[src/rtl/abs_accumulator.sv]
// Block statistics for a stream of unsigned magnitudes: per block of N_SAMPLES,
// publish the sum, the peak and the 0-based index of the first peak.
module abs_accumulator #(
  parameter int N_SAMPLES = 8,
  parameter int IDX_WIDTH = 3,
  parameter int SUM_WIDTH = 11
) (
  input  logic                 clock,
  input  logic                 reset_n,
  input  logic                 clear,
  input  logic [7:0]           abs_in,
  input  logic                 in_valid,
  output logic                 in_ready,
  output logic [SUM_WIDTH-1:0] sum_out,
  output logic [7:0]           peak_out,
  output logic [IDX_WIDTH-1:0] peak_idx,
  output logic                 out_valid,
  input  logic                 out_ready
);

  localparam logic [IDX_WIDTH-1:0] LAST_IDX = IDX_WIDTH'(N_SAMPLES - 1);

  typedef enum logic {
    ACCUM = 1'b0,
    HOLD  = 1'b1
  } state_t;

  state_t state, state_nxt;

  logic [IDX_WIDTH-1:0] count_p0;
  logic [SUM_WIDTH-1:0] acc_sum_p0;
  logic [7:0]           acc_peak_p0;
  logic [IDX_WIDTH-1:0] acc_idx_p0;

  logic [SUM_WIDTH-1:0] sum_nxt;
  logic [7:0]           peak_nxt;
  logic [IDX_WIDTH-1:0] idx_nxt;
  logic                 take;
  logic                 last;

  // Sample 0 always claims the peak so a block of zeros reports peak 0 at index 0.
  function automatic logic takes_peak(input logic [IDX_WIDTH-1:0] idx,
                                      input logic [7:0]           mag,
                                      input logic [7:0]           peak);
    return (idx == '0) || (mag > peak);
  endfunction

  assign in_ready  = (state == ACCUM);
  assign out_valid = (state == HOLD);
  assign take      = in_valid && in_ready && !clear;
  assign last      = take && (count_p0 == LAST_IDX);

  always_ff @(posedge clock or negedge reset_n) begin
    if (!reset_n) begin
      state <= ACCUM;
    end else begin
      state <= state_nxt;
    end
  end

  always_comb begin
    state_nxt = state;
    if (clear) begin
      state_nxt = ACCUM;
    end else begin
      case (state)
        ACCUM:   if (last) state_nxt = HOLD;
        HOLD:    if (out_ready) state_nxt = ACCUM;
        default: state_nxt = ACCUM;
      endcase
    end
  end

  always_comb begin
    sum_nxt  = acc_sum_p0 + SUM_WIDTH'(abs_in);
    peak_nxt = acc_peak_p0;
    idx_nxt  = acc_idx_p0;
    if (takes_peak(count_p0, abs_in, acc_peak_p0)) begin
      peak_nxt = abs_in;
      idx_nxt  = count_p0;
    end
  end

  // Stage p0: running accumulators; result registers load on the last sample.
  always_ff @(posedge clock or negedge reset_n) begin
    if (!reset_n) begin
      count_p0    <= '0;
      acc_sum_p0  <= '0;
      acc_peak_p0 <= '0;
      acc_idx_p0  <= '0;
      sum_out     <= '0;
      peak_out    <= '0;
      peak_idx    <= '0;
    end else if (clear) begin
      count_p0    <= '0;
      acc_sum_p0  <= '0;
      acc_peak_p0 <= '0;
      acc_idx_p0  <= '0;
    end else if (take) begin
      if (last) begin
        sum_out     <= sum_nxt;
        peak_out    <= peak_nxt;
        peak_idx    <= idx_nxt;
        count_p0    <= '0;
        acc_sum_p0  <= '0;
        acc_peak_p0 <= '0;
        acc_idx_p0  <= '0;
      end else begin
        count_p0    <= count_p0 + IDX_WIDTH'(1);
        acc_sum_p0  <= sum_nxt;
        acc_peak_p0 <= peak_nxt;
        acc_idx_p0  <= idx_nxt;
      end
    end
  end

endmodule
[config.mk]
export PLATFORM = sky130hd
export DESIGN_NAME = abs_accumulator
export DESIGN_NICKNAME = d
export VERILOG_FILES = /design/src/rtl/abs_accumulator.sv
export SDC_FILE = /design/constraint.sdc
export NUM_CORES = 1
export LEC_CHECK = 0
export ABC_AREA = 1
export CAP_MARGIN = 0
export CELL_PAD_IN_SITES_DETAIL_PLACEMENT = 0
export CELL_PAD_IN_SITES_GLOBAL_PLACEMENT = 2
export CORE_AREA = 2 2 92 94
export DETAILED_ROUTE_END_ITERATION = 8
export DIE_AREA = 0 0 94 96
export GPL_TIMING_DRIVEN = 0
export PLACE_DENSITY_LB_ADDON = 0.1
export REMOVE_ABC_BUFFERS = 1
export SYNTH_ARGS = -nofsm -noshare
export SYNTH_HDL_FRONTEND = slang
export SYNTH_SLANG_ARGS = --single-unit
[constraint.sdc]
create_clock -name clock -period 4.8 [get_ports clock]
set_clock_uncertainty 0.15 [all_clocks]
set_input_delay 0.72 -clock clock [delete_from_list [all_inputs] [get_ports clock]]
set_output_delay 0.72 -clock clock [all_outputs]
set_load 0.02 [all_outputs]
Word-level counts from Yosys, hierarchy flattened
Index checks and enable logic that the tools add are counted.

storage, ports and cells
  output and inout bits = 24
  input bits = 13
  register bits after elaboration = 48
  logic and storage cells = 40

operators by class
  reductions and logical operators = 8
  order comparisons = 1
  multiplexer cells = 18
  eq/ne operators = 1
  bitwise logic cells = 2
  add/sub/neg operators = 2

operators by type and width
  operator               count
  $mux W11               3
  $mux W8                4
  $mux W3                7
  $add A11 B8 Y11        1
  $gt A8 B8 Y1           1
  $add A3 B1 Y3 const B  1
  $eq A3 B3 Y1 const B   1
  $logic_and A1 B1 Y1    3
  $logic_not A3 Y1       1
  $mux W1                3
  $reduce_and A3 Y1      1
  $not A1 Y1             2
  $pmux W1 S2            1
  $reduce_bool A2 Y1     1
  $logic_not A1 Y1       1
  $logic_or A1 B1 Y1     1

Longest topological paths before layout
  depth in word-level cells = 7
  gate-level depth with buffers = 14
  mapped depth without buffers = 14

Least setup slack after synthesis
OpenSTA, ideal clock, no wires.

  path kind = input to register
  start = input port abs_in[0]
  end = register acc_sum_p0[6]
  library setup time = 0.122 ns
  arrival time = 1.885 ns
  buffers on the path = 0
  stages = 7
  data required time = 4.528 ns
  path slack = 2.643 ns
  cell sequence = ha_1 > fa_1 > nand2_1 > o21ai_2 > a21oi_1 > xor2_1 > o21ai_1

between the ends
  cells in the longest elaborated chain, start to end = 4

ends and longest elaborated chain
  what                  RTL line  RTL
  start, declared       11        input logic [7:0] abs_in,
  $add A11 B8 Y11       75        sum_nxt = acc_sum_p0 + SUM_WIDTH'(abs_in);
  $mux W11              100       if (last) begin
  $mux W11              99        end else if (take) begin
  $mux W11              94        end else if (clear) begin
  end signal, assigned  110       acc_sum_p0 <= sum_nxt;
  end, declared         31        logic [SUM_WIDTH-1:0] acc_sum_p0;

Every way passes these cells. The select of a mux whose other input is x is not followed.
A chain may end at the register's enable or synchronous reset.

Worst setup path in the final report
  start = input port abs_in[5]
  end = register peak_out[6]

between the ends
  cells in the longest elaborated chain, start to end = 3

ends and longest elaborated chain
  what                  RTL line  RTL
  $gt A8 B8 Y1          45        return (idx == '0) || (mag > peak);
  $logic_or A1 B1 Y1    45
  $mux W8               78        if (takes_peak(count_p0, abs_in, acc_peak_p0)) begin
  end signal, assigned  102       peak_out <= peak_nxt;
  end, declared         15        output logic [7:0] peak_out,

Every way passes these cells.

==> results.yml <==
sta:
  final_number_of_setup_violating_endpoints: 0
  grt_setup_unrepaired: "no"
  layout_worst_path_cycle_share_pct: 55.89
  worst_slew_margin_rel_pct: 47.61
  final_hold_viol_count: 0
  finalSetupTns_ps: 0
  max_slew.worst_pin.slew_ps: 784.9
  drv_slew: 0
  finalWorstPathRequiredPeriod_ps: 2683
  fmaxAchievable_mhz: 372.7
global_route:
  antenna_found_initial: 0
  globalRouteTotalUtil_pct: 15.91
  grt_first_pass_wirelength_mm: 11.00
  grt_pass1_vias: 2225
  global_route.overflow_total: 0
  pin_count_of_the_biggest_net_entering_global_routing: 29
critical_path:
  path_common_cell: "sky130_fd_sc_hd__nand2_2"
  critical_path.max_fanout: 12
  crit_type: "primary input to flop"
  critPathSlowestCell: "sky130_fd_sc_hd__clkdlybuf4s50_1"
  cp.arrival_ps: 2770
  timing.critical_path.buf_inv: 1
  worst_path_largest_cell_delay_ps: 500
  crit_chain: "clkdlybuf4s50_1 -> ha_1 -> a21oi_1 -> nor2_1 -> nor2_1 -> nand2_2 -> nand2_2 -> nand2_2 -> nand2_1 -> nand3_1 -> nand2_1"
  cell_family_with_the_largest_share_of_critical_path_delay: "simple AND/OR/NAND/NOR gates"
  critPathLaunchType: "primary input"
  worst_setup_path_end_kind: "flop"
  critical_path_required_ps: 4890
hold_path:
  min-delay-path-class: "primary input to async pin"
clocking:
  number_of_setup_buffers_added_after_cts: 0
  clock_latency_ps: 300
  cts_sink_count: 48
  cts_max_level: 2
  cts_hold_buffers: 0
  numCtsBuffers: 5
  tritoncts: "yes"
  cts_root_buffer: "sky130_fd_sc_hd__clkbuf_8"
  max-clock-path-buffers: 2
  cts_repair_resize_count: 0
  worst_setup_hold_path_clk_slew_ps: 90
floorplan:
  fp.dieH_um: 96
  starting_density_pct: 34.31
  fp.dieArea_um2: 9024
  design.portCount: 37
  design.core.area_um2: 8051
  die_width_um: 94
  site_rows: 33
finish:
  final.fill_count: 867
  n_antenna_cell: 0
  layout-drive-gt1-share_pct: 7.672
  multiInputGateArea_um2: 1324
  finish.utilization_pct: 40.96
  seqCellArea_um2: 1201
  area_growth_pct: 19.38
  final_nets: 411
status:
  result_of_the_run: "complete, no violations"
drt:
  drt-initial-drc-count: 109
  route.antenna.remaining_nets: 0
  first_pass_iters: 4
  post_drt_via_cell_ratio: 4.698
  drt-total-wl_mm: 6.339
  drt_drc: 0
  via_count: 2269
  wl_per_cell_um: 13.12
pwr:
  p_leak_nw: 1.748
  power_frac_clock_pct: 25.3
  combPwrFrac_pct: 30.5
  seqPwrFrac_pct: 44.2
  total_switching_power_mw: 0.3675
  design_power_total_mw: 1.051
  irDropWorstVdd_mv: 0.1639
  powerDensity_nw_per_um2: 318.5
  p_sw_share_pct: 34.98
  intPower_mw: 0.6831
synthesis:
  most_instantiated_cells_after_synthesis: "120 x sky130_fd_sc_hd__nand2_1, 48 x sky130_fd_sc_hd__dfrtp_1, 41 x sky130_fd_sc_hd__nand3_1"
  synth-async-reset-ratio_pct: 100.0
  synth-main-ff-cell: "sky130_fd_sc_hd__dfrtp_1"
  netlist_instances: 342
  ys_seq_elements: 48
  synth_most_common_cell: "sky130_fd_sc_hd__nand2_1"
  yosysSeqAreaShare_pct: 43.48
  synth.distinct_cells: 28
  synth_edf_count: 0
  syn_avg_cell_area_um2: 8.078
  post_synth_instance_area_um2: 2763
  synth.largest_area_cell: "sky130_fd_sc_hd__dfrtp_1"
  number_of_warning_messages_in_the_yosys_log: 0
  synth.area.top_cells: "sky130_fd_sc_hd__dfrtp_1 43%, sky130_fd_sc_hd__nand2_1 16%, sky130_fd_sc_hd__ha_1 8.6%"
  synthDominantCellAreaShare_pct: 43.48
placement:
  numPortBuffers: 36
  hpwlAfterDp_mm: 4.525
  global_placement_routability_congestion: 0.7288
run:
  maxCapViolations: 0
path summary, 6_finish.rpt:
check,start,end,slack [ps],depth (start not counted)
max,abs_in[5],peak_out[6],2120,11
min,reset_n,peak_out[4],240,1
max reg2reg,acc_peak_p0[5],peak_out[6],2680,11
min reg2reg,sum_out[2],sum_out[2],330,2
max in group asynchronous,reset_n,acc_sum_p0[0],3720,2
min in group clock,sum_out[2],sum_out[2],330,2
power groups by stage:
stage	combinational (mW)	clock [mW]	sequential [mW]
6_report	0.321	0.265	0.465
3_3_place_gp	0.323	0	0.472
3_5_place_dp	0.325	0	0.473
4_1_cts	0.326	0.279	0.465
2_1_floorplan	0.211	0	0.480
5_1_grt	0.369	0.296	0.470
per-stage QoR:
stage / worst slack, ps / instance area (um^2) / instances / hold WS [ps]
2_1_floorplan: 2638 / 2695 / 334 / 274.4
3_3_place_gp: 1285 / 3187 / 475 / 309.2
3_5_place_dp: 1780 / 3202 / 476 / 312.5
4_1_cts: 2086 / 3298 / 483 / 255.1
5_1_grt: 1893 / 3298 / 483 / 267.4
6_report: 2117 / 3298 / 483 / 239.6
sequential cells by signal, indices dropped and copies added, names as in the netlist:
register	count
peak_idx	3
count_p0	3
acc_peak_p0	8
peak_out	8
sum_out	11
out_valid	1
acc_idx_p0	3
acc_sum_p0	11
cells by family after synthesis:
group / Yosys count / synth area share [%]
compound gates: 32 / 6.612
simple gates: 185 / 30.39
flops: 48 / 43.48
buf+inv: 52 / 8.605
xor+xnor: 5 / 1.585
fa+ha+maj: 20 / 9.330
cell usage in the layout, fill, tap and decap left out:
master                            count
sky130_fd_sc_hd__fa_1                 1
sky130_fd_sc_hd__o21ai_1              7
sky130_fd_sc_hd__clkdlybuf4s50_1     35
sky130_fd_sc_hd__nand2_1            120
sky130_fd_sc_hd__o21ai_2              3
sky130_fd_sc_hd__nand3_1             41
sky130_fd_sc_hd__nand3b_1             4
sky130_fd_sc_hd__o21ai_0              7
sky130_fd_sc_hd__xor2_1               4
sky130_fd_sc_hd__clkbuf_8             7
sky130_fd_sc_hd__inv_2                3
sky130_fd_sc_hd__nand4_2              1
sky130_fd_sc_hd__nor2_4               1
sky130_fd_sc_hd__a21oi_1             11
sky130_fd_sc_hd__nor2_1               7
sky130_fd_sc_hd__dfrtp_1             48
sky130_fd_sc_hd__inv_1               39
sky130_fd_sc_hd__inv_4                2
sky130_fd_sc_hd__nor2_8               2
sky130_fd_sc_hd__a21o_1               3
sky130_fd_sc_hd__a22o_1               1
sky130_fd_sc_hd__buf_2                1
sky130_fd_sc_hd__nor2_2               1
sky130_fd_sc_hd__buf_12               1
sky130_fd_sc_hd__nand2_2              5
sky130_fd_sc_hd__nand4_1              1
sky130_fd_sc_hd__ha_1                19
sky130_fd_sc_hd__nand3_2              2
sky130_fd_sc_hd__xnor2_1              1
routing by layer:
metal  GRT usage (%)  part of all wire, %  vias to the layer above  routed length (um)
met5               0                    0                        -                   0
met1           21.99                   49                     1058                3133
li1                -                    -                     1164                   -
met4           3.623                 0.95                        0                  60
met2           26.31                   46                       42                2920
met3           2.662                  3.5                        5                 224
final cells by class:
type	count	share of cell area [%]
multi-input combinational	242	40.14
sequential	48	36.42
timing repair buffer	37	11.38
inverter	44	5.159
tap	105	3.983
clock buffer	7	2.921
Note: power is estimated with default switching activity, not from simulation.
